===== src/rtl/switch_pkg.sv =====
// Shared switch-bank types and default debounce timing, also used by the mode decoder.
package switch_pkg;
    localparam int SW_WIDTH         = 16;
    localparam int TICK_DIV_DEF     = 50000;
    localparam int STABLE_TICKS_DEF = 10;

    typedef logic [SW_WIDTH-1:0] sw_word_t;
endpackage


===== src/rtl/switch_db_chan.sv =====
// One switch channel: 2-flop synchroniser, stable-tick counter and debounced output flop.
// Latency: STABLE_TICKS ticks after the synchronised level differs; no backpressure.
module switch_db_chan
    import switch_pkg::*;
#(
    parameter int STABLE_TICKS = STABLE_TICKS_DEF
) (
    input  logic clk,
    input  logic rst_n,
    input  logic raw_i,
    input  logic tick_i,
    output logic db_o,
    output logic upd_o
);
    localparam int             CW       = $clog2(STABLE_TICKS);
    localparam logic [CW-1:0]  CNT_LAST = CW'(STABLE_TICKS - 1);

    logic          s1_q, s2_q;
    logic          db_q, db_d;
    logic [CW-1:0] cnt_q, cnt_d;
    logic          upd;

    // Any cycle where the synchronised level agrees with the output restarts the window.
    always_comb begin
        cnt_d = cnt_q;
        db_d  = db_q;
        upd   = 1'b0;
        if (s2_q == db_q) begin
            cnt_d = '0;
        end else if (tick_i) begin
            if (cnt_q == CNT_LAST) begin
                upd   = 1'b1;
                db_d  = s2_q;
                cnt_d = '0;
            end else begin
                cnt_d = cnt_q + CW'(1);
            end
        end
    end

    always_ff @(posedge clk or negedge rst_n) begin
        if (!rst_n) begin
            s1_q  <= 1'b0;
            s2_q  <= 1'b0;
            db_q  <= 1'b0;
            cnt_q <= '0;
        end else begin
            s1_q  <= raw_i;
            s2_q  <= s1_q;
            db_q  <= db_d;
            cnt_q <= cnt_d;
        end
    end

    assign db_o  = db_q;
    assign upd_o = upd;
endmodule


===== src/rtl/switch_debounce.sv =====
// Debounced slide-switch bank: shared tick prescaler, per-bit channels, change strobe, power-up valid.
// Optional SWDB_EDGE_EN adds registered per-bit rise/fall pulses; otherwise those ports are tied to 0.
module switch_debounce
    import switch_pkg::*;
#(
    parameter int WIDTH        = SW_WIDTH,
    parameter int TICK_DIV     = TICK_DIV_DEF,
    parameter int STABLE_TICKS = STABLE_TICKS_DEF
) (
    input  logic             clk,
    input  logic             rst_n,
    input  logic [WIDTH-1:0] sw_raw,
    output logic [WIDTH-1:0] sw_db,
    output logic             sw_changed,
    output logic             sw_valid,
    output logic [WIDTH-1:0] sw_rise,
    output logic [WIDTH-1:0] sw_fall
);
    localparam int PW = $clog2(TICK_DIV);
    localparam int VW = $clog2(STABLE_TICKS + 1);

    logic [PW-1:0]    presc_q;
    logic [VW-1:0]    vcnt_q;
    logic             valid_q;
    logic             changed_q;
    logic             tick;
    logic [WIDTH-1:0] db;
    logic [WIDTH-1:0] upd;

    assign tick = (presc_q == PW'(TICK_DIV - 1));

    always_ff @(posedge clk or negedge rst_n) begin
        if (!rst_n) begin
            presc_q   <= '0;
            vcnt_q    <= '0;
            valid_q   <= 1'b0;
            changed_q <= 1'b0;
        end else begin
            presc_q   <= tick ? '0 : presc_q + PW'(1);
            changed_q <= |upd;
            if (tick && (vcnt_q != VW'(STABLE_TICKS))) begin
                vcnt_q <= vcnt_q + VW'(1);
                if (vcnt_q == VW'(STABLE_TICKS - 1)) begin
                    valid_q <= 1'b1;
                end
            end
        end
    end

    for (genvar i = 0; i < WIDTH; i++) begin : g_chan
        switch_db_chan #(
            .STABLE_TICKS(STABLE_TICKS)
        ) u_chan (
            .clk   (clk),
            .rst_n (rst_n),
            .raw_i (sw_raw[i]),
            .tick_i(tick),
            .db_o  (db[i]),
            .upd_o (upd[i])
        );
    end

`ifdef SWDB_EDGE_EN
    logic [WIDTH-1:0] rise_q, fall_q;

    // An update always flips the bit, so the old value alone gives the direction.
    always_ff @(posedge clk or negedge rst_n) begin
        if (!rst_n) begin
            rise_q <= '0;
            fall_q <= '0;
        end else begin
            rise_q <= upd & ~db;
            fall_q <= upd & db;
        end
    end

    assign sw_rise = rise_q;
    assign sw_fall = fall_q;
`else
    assign sw_rise = '0;
    assign sw_fall = '0;
`endif

    assign sw_db      = db;
    assign sw_changed = changed_q;
    assign sw_valid   = valid_q;
endmodule


===== config.mk =====
export PLATFORM = sky130hd
export DESIGN_NAME = switch_debounce
export DESIGN_NICKNAME = d
export VERILOG_FILES = /design/src/rtl/switch_pkg.sv /design/src/rtl/switch_db_chan.sv /design/src/rtl/switch_debounce.sv
export SDC_FILE = /design/constraint.sdc
export NUM_CORES = 1
export LEC_CHECK = 0
export CORE_ASPECT_RATIO = 0.7
export CORE_MARGIN = 1
export CORE_UTILIZATION = 50
export DETAILED_ROUTE_END_ITERATION = 7
export PLACE_DENSITY = 0.69
export SLEW_MARGIN = 20
export SYNTH_ARGS = -nofsm -noshare
export SYNTH_HDL_FRONTEND = slang
export SYNTH_SLANG_ARGS = --single-unit

===== constraint.sdc =====
create_clock -name clk -period 4.2 [get_ports clk]
set_input_delay 0.42 -clock clk [delete_from_list [all_inputs] [get_ports clk]]
set_output_delay 0.42 -clock clk [all_outputs]
set_load 0.05 [all_outputs]

==> reports/summary.txt, run 1 <==
Layout area overhead - 13.0%
Worst-Skew Late Latency - 0.42 ns
Placed Instances - 840
Layout fillers - 1124
First DRT Iteration DRCs - 300
Via-to-Cell Ratio - 5.61
reg2reg path depth - 6
routability congestion estimate - 0.821
final core occ - 57.9%
Die H - 99.1 µm
# diodes - 0
post-synth cell types - 41
CTS buffer count - 17
TritonCTS clock tree - built
die area - 13900 µm²
Peak VDD IR - 306 µV
Worst R2R Setup Slack - 1.56 ns
worst rel slew slack - 40.2%
combinational family with the most area after synthesis - simple AND/OR/NAND/NOR gates
GRT Overall Usage - 20.4%
max_cap viols - 0
Yosys reg bits - 134
RSZ-0062 raised after global routing - false
first-pass GRT wire length - 22200 µm
IO Port Bufs - 35
cts repair resizes - 0
worst path cell trace - ha_1, and3_1, nand4_4, buf_4, or4b_1, a31oi_1
IO Count - 68
vias in the first global route - 4616
crit path max fanout - 65
clk sink count - 134
synth warn - 0
# DRC - 0
WS Path Type - reg -> reg
postcts setup bufs - 0
Mapped Cells - 671
share of layout cells above drive strength 1 - 5.67%
Routed wire per std cell - 14.6 µm
post-synthesis mux area share - 0.984%
DP Wirelength - 8350 µm
sequential share of the synthesized area - 49.8%
worst hold slack - 0.0877 ns
P_leak - 3.28 nW
post-route insts no fill - 872
core footprint - 13100 µm²
setup_tns - 0 ns
compound-cell area share of the yosys netlist - 10.8%
final worst-path cycle share - 62.9%
Starting Density - 51.3%
Slew @ Worst Pin - 0.896 ns
simple-gate area share of the yosys netlist - 19.3%
Fin. Hold Viols - 0
syn_area_per_cell - 10.0 µm²
Clock Skew - 0.00597 ns
multi-input logic area - 2930 µm²
CTS Hold Bufs - 0
via count - 4890
num rows - 35
Routed Antenna Nets - 0
clock slew at reported path FFs - 0.06 ns
Slew Viols, Final - 0
largest net degree at the start of global routing - 100
initial antenna violation count - 0
status - complete, no violations
fmax - 378 MHz
xor/xnor share of the synthesized area - 3.77%
Root Driver - clkbuf_16
critical path's largest stage delay - 0.57 ns
layout net count - 747
Tot Pwr - 2.96 mW
CTS H-Tree Depth - 4
PD cells - 389 nW/µm²
Worst R2R Start - presc_q[0]$_DFF_PN0_
Register Area - 3350 µm²
Final Setup Violations - 0
crit path launch type - flop
Tightest Hold Check Type - in -> async
Synth Cell Area - 6740 µm²
post-layout min period - 2.64 ns
first-pass iteration count of the detailed router - 4
slowest cell on the critical path - or4b_1
crit end category - flop
die width - 141 µm
clock buffer depth - 2
total gr overflow - 0
Adder-Cell Fraction of Synth Area - 6.69%
reg2reg end - g_chan[2].u_chan.cnt_q[3]$_DFFE_PN0P_
CP arrival - 2.99 ns
CP required - 4.54 ns
Total Wirelength - 12800 µm
[where the power goes]
group          total (mW)  leakage [nW]  internal, mW  switching, mW
combinational       0.120          1.21        0.0199          0.100
sequential           1.32          1.78          1.31        0.00796
clock                1.53         0.288         0.962          0.563
total                2.96          3.28          2.29          0.672
[how the worst max path moves through the flow]
| stage | startpoint | to | slack [ns] | depth (start not counted) |
|---|---|---|---|---|
| CTS | presc_q[0]$_DFF_PN0_ | g_chan[2].u_chan.cnt_q[3]$_DFFE_PN0P_ | 1.55 | 6 |
| global route | presc_q[11]$_DFF_PN0_ | g_chan[2].u_chan.cnt_q[3]$_DFFE_PN0P_ | 1.27 | 5 |
| detailed placement | presc_q[11]$_DFF_PN0_ | g_chan[2].u_chan.cnt_q[3]$_DFFE_PN0P_ | 1.58 | 5 |
| global placement | presc_q[11]$_DFF_PN0_ | g_chan[4].u_chan.cnt_q[3]$_DFFE_PN0P_ | 1.65 | 5 |
| floorplan | presc_q[0]$_DFF_PN0_ | g_chan[14].u_chan.cnt_q[3]$_DFFE_PN0P_ | 2.42 | 6 |
| finish | presc_q[0]$_DFF_PN0_ | g_chan[2].u_chan.cnt_q[3]$_DFFE_PN0P_ | 1.56 | 6 |
[synthesized netlist by cell type, drive strengths merged]
| library cell | n | share of area (%) |
|---|---|---|
| a21o | 1 | 0.11 |
| a21oi | 52 | 3.9 |
| a311oi | 10 | 1.3 |
| a31oi | 7 | 0.65 |
| a41oi | 10 | 1.3 |
| and2 | 1 | 0.093 |
| and3 | 4 | 0.37 |
| and4 | 1 | 0.13 |
| and4bb | 2 | 0.37 |
| buf | 57 | 6.1 |
| clkbuf | 10 | 0.56 |
| conb | 1 | 0.056 |
| dfrtp | 134 | 50 |
| ha | 36 | 6.7 |
| inv | 35 | 2.0 |
| mux2 | 5 | 0.84 |
| mux2i | 1 | 0.15 |
| nand2 | 81 | 4.5 |
| nand3 | 32 | 2.5 |
| nand3b | 21 | 2.3 |
| nand4 | 4 | 0.46 |
| nand4b | 16 | 2.1 |
| nor2 | 30 | 1.7 |
| nor3 | 1 | 0.074 |
| nor4 | 4 | 0.37 |
| nor4b | 2 | 0.35 |
| nor4bb | 2 | 0.30 |
| o21ai | 38 | 2.8 |
| o22ai | 7 | 0.65 |
| o32ai | 1 | 0.13 |
| or3 | 29 | 2.7 |
| or4 | 1 | 0.11 |
| or4b | 6 | 0.89 |
| xnor2 | 23 | 3.0 |
| xor2 | 6 | 0.78 |
[final cells by class]
cell class	instances	area share, %
clock buffers	20	6.00
clock inverters	12	2.01
inverters	35	1.73
multi-input cells	466	38.5
flip-flops and latches	134	44.1
well taps	166	2.73
repair buffers	39	5.01
[worst max-delay path: cells and delay by family, from the launching register on]
kind	cells	cell delay [ns]
buf+inv	1	0.47
simple gates	3	1.23
flops	1	0.39
fa+ha+maj	1	0.27
compound gates	1	0.18
[stage by stage]
| step | instance area (µm²) | setup slack (ns) |
|---|---|---|
| finish | 7610 | 1.56 |
| floorplan | 6850 | 2.42 |
| CTS | 7610 | 1.55 |
| global route | 7610 | 1.27 |
| global placement | 7000 | 1.65 |
| detailed placement | 7000 | 1.58 |
[logic make-up (layout without fill, tap and decap cells)]
logic type,after synthesis,count (layout)
mux,6,6
other cells,1,32
simple gates,237,237
compound gates,126,126
fa+ha+maj,36,36
buf+inv,102,106
flops,134,134
xor+xnor,29,29
[layer usage]
metal / track usage [%] / part of all wire, % / vias to the layer above
met2: 30.5 / 45 / 142
met4: 8.70 / 1.7 / 0
met3: 4.96 / 4.8 / 17
li1: - / - / 2330
met5: 0 / 0 / -
met1: 28.6 / 48 / 2401
[sequential cells by signal (all words and copies together), names as in the netlist]
name and count:
g_chan.u_chan.cnt_q 64, g_chan.u_chan.db_o 16, g_chan.u_chan.s1_q 16, g_chan.u_chan.s2_q 16, presc_q 16, vcnt_q 4
sw_changed 1, sw_valid 1
[cells in the final DEF, fill, tap and decap left out, types with 5 or more instances in the layout]
cell type | Yosys | routed
ha_1 | 36 | 36
nor2_1 | 30 | 30
a21oi_1 | 52 | 52
nand4b_1 | 16 | 16
clkdlybuf4s50_1 | 0 | 34
a311oi_1 | 10 | 10
or4b_1 | 6 | 6
conb_1 | 1 | 32
xnor2_1 | 23 | 23
nand3_1 | 31 | 31
a31oi_1 | 7 | 7
clkbuf_16 | 0 | 17
o22ai_1 | 7 | 7
dfrtp_1 | 134 | 134
nand3b_1 | 21 | 21
nand2_1 | 81 | 81
o21ai_0 | 37 | 37
mux2_1 | 5 | 5
a41oi_1 | 10 | 10
xor2_1 | 6 | 6
inv_1 | 35 | 35
or3_1 | 29 | 29
Note: power is estimated with default switching activity, not from simulation.
==> run 2, diff against run 1 <==
Clock period 4.2 ns to 2.7 ns, I/O delays scaled along.
==> reports/summary.txt, run 2 (synthesis gave the netlist of run 1 again) <==
CTS Hold Bufs - 1 (+1)
clk sink count - 134 (unchanged)
WP depth - 5 (-1)
DP Wirelength - 8690 µm (+4.0%)
Slew @ Worst Pin - 0.630 ns (-0.267 ns)
PD cells - 588 nW/µm² (+51%)
fmax - 414 MHz (+9.4%)
reg2reg end - g_chan[2].u_chan.cnt_q[3]$_DFFE_PN0P_
Slew Viols, Final - 0 (unchanged)
first-pass iteration count of the detailed router - 5 (+1)
IO Port Bufs - 35 (unchanged)
Placed Instances - 844 (+0.48%)
crit path launch type - flop
Final Setup Violations - 0 (unchanged)
post-route insts no fill - 877 (+0.57%)
Die H - 99.1 µm (unchanged)
clock buffer depth - 2 (unchanged)
hold_sp - sw_raw[1]
Tightest Hold Check Type - in -> reg
Root Driver - clkbuf_16
setup_tns - 0 ns (unchanged)
Worst R2R Start - presc_q[11]$_DFF_PN0_
most frequent cells in the layout - 134 x dfrtp_1, 81 x nand2_1, 52 x a21oi_1
die area - 13900 µm² (unchanged)
status - complete, no violations
Worst R2R Setup Slack - 0.28 ns (-1.27 ns)
M3 GR Usage - 5.10% (+0.14 points)
Top reg by flops - g_chan.u_chan.cnt_q
critical path's largest stage delay - 0.53 ns (-0.04 ns)
number of buffers and inverters on the critical path - 1 (unchanged)
Routed Antenna Nets - 0 (unchanged)
worst path cell trace - nor4b_2, nand4_4, buf_12, or4b_1, a31oi_1
busiest grt layer - met2
crit end category - flop
max reg flops - 64 (unchanged)
hold path endpoint - g_chan[1].u_chan.s1_q$_DFF_PN0_
via count - 4876 (-0.29%)
commonest non-fill, non-tap cell in the layout - dfrtp_1
crit path max fanout - 45 (-31%)
Tot Pwr - 4.50 mW (+52%)
max_cap viols - 0 (unchanged)
Via-to-Cell Ratio - 5.56 (-0.85%)
slowest cell on the critical path - or4b_1
CTS buffer count - 17 (unchanged)
P_leak - 3.31 nW (+0.95%)
Clock Skew - 0.00929 ns (+0.00333 ns)
Layout area overhead - 13.7%
First DRT Iteration DRCs - 216 (-28%)
GRT met1 Usage - 27.1% (-1.5 points)
initial antenna violation count - 0 (unchanged)
Peak VDD IR - 400 µV (+31%)
share of layout cells above drive strength 1 - 6.19% (+0.52 points)
vias in the first global route - 4674 (+1.3%)
Routed wire per std cell - 15.0 µm (+2.2%)
post-layout min period - 2.42 ns (-0.226 ns)
CTS H-Tree Depth - 4 (unchanged)
routability congestion estimate - 0.837 (+2.0%)
layout net count - 752 (+0.67%)
Starting Density - 51.3% (unchanged)
worst rel slew slack - 57.7% (+17 points)
CP required - 3.02 ns (-1.52 ns)
Worst-Skew Late Latency - 0.41 ns (about the same)
CP arrival - 2.74 ns (-0.25 ns)
CP delay by family, top - simple AND/OR/NAND/NOR gates
postcts setup bufs - 0 (unchanged)
Total Wirelength - 13100 µm (+2.8%)
final worst-path cycle share - 89.5% (+27 points)
Fin. Hold Viols - 0 (unchanged)
# diodes - 0 (unchanged)
# DRC - 0 (unchanged)
core footprint - 13100 µm² (unchanged)
first-pass GRT wire length - 22200 µm (+0.16%)
GRT Overall Usage - 20.2% (-0.22 points)
GR Util met2 - 31.8% (+1.2 points)
total gr overflow - 0 (unchanged)
cts repair resizes - 0 (unchanged)
reg2reg path depth - 5 (-1)
hold depth - 1
IO Count - 68 (unchanged)
num rows - 35 (unchanged)
clock slew at reported path FFs - 0.06 ns (about the same)
RSZ-0062 raised after global routing - false
WS Path Type - reg -> reg
largest net degree at the start of global routing - 66 (-34%)
die width - 141 µm (unchanged)
TritonCTS clock tree - built
## run 2: layout make-up
class	instances	area, µm²
multi-input cells	466	2930
repair buffers	44	459
clock buffers	18	429
well taps	166	208
fillers	1104	5480
flip-flops and latches	134	3350
clock inverters	14	153
inverters	35	131
## run 2: layer usage
layer	routed length, µm	up-vias
li1	-	2347
met1	6260	2396
met2	6170	119
met3	541	14
met4	163	0
met5	0	-
## run 2: through the flow
step | util, % | setup WS (ns) | hold slack [ns] | cell area [µm²]
global placement | 53.8 | 0.424 | 0.262 | 7070
CTS | 58.3 | 0.310 | 0.278 | 7660
finish | 58.3 | 0.283 | 0.288 | 7660
detailed placement | 53.8 | 0.367 | 0.272 | 7070
floorplan | - | 0.922 | -0.0256 | 6850
global route | 58.3 | 0.148 | 0.279 | 7660
## run 2: worst max-delay path by stage
stage,slack [ns],endpoint,startpoint
final,0.28,g_chan[2].u_chan.cnt_q[3]$_DFFE_PN0P_,presc_q[11]$_DFF_PN0_
after detailed placement,0.37,g_chan[2].u_chan.cnt_q[3]$_DFFE_PN0P_,presc_q[11]$_DFF_PN0_
after floorplan,0.92,g_chan[14].u_chan.cnt_q[3]$_DFFE_PN0P_,presc_q[0]$_DFF_PN0_
after CTS,0.31,g_chan[2].u_chan.cnt_q[3]$_DFFE_PN0P_,presc_q[11]$_DFF_PN0_
after global routing,0.15,g_chan[2].u_chan.cnt_q[3]$_DFFE_PN0P_,presc_q[11]$_DFF_PN0_
after global placement,0.42,g_chan[2].u_chan.cnt_q[3]$_DFFE_PN0P_,presc_q[11]$_DFF_PN0_
## run 2: power breakdown
part / leakage (nW) / internal, mW / switching [mW]
Sequential: 1.78 / 2.03 / 0.0119
Combinational: 1.24 / 0.0360 / 0.158
Clock: 0.285 / 1.37 / 0.897
Total: 3.31 / 3.44 / 1.07
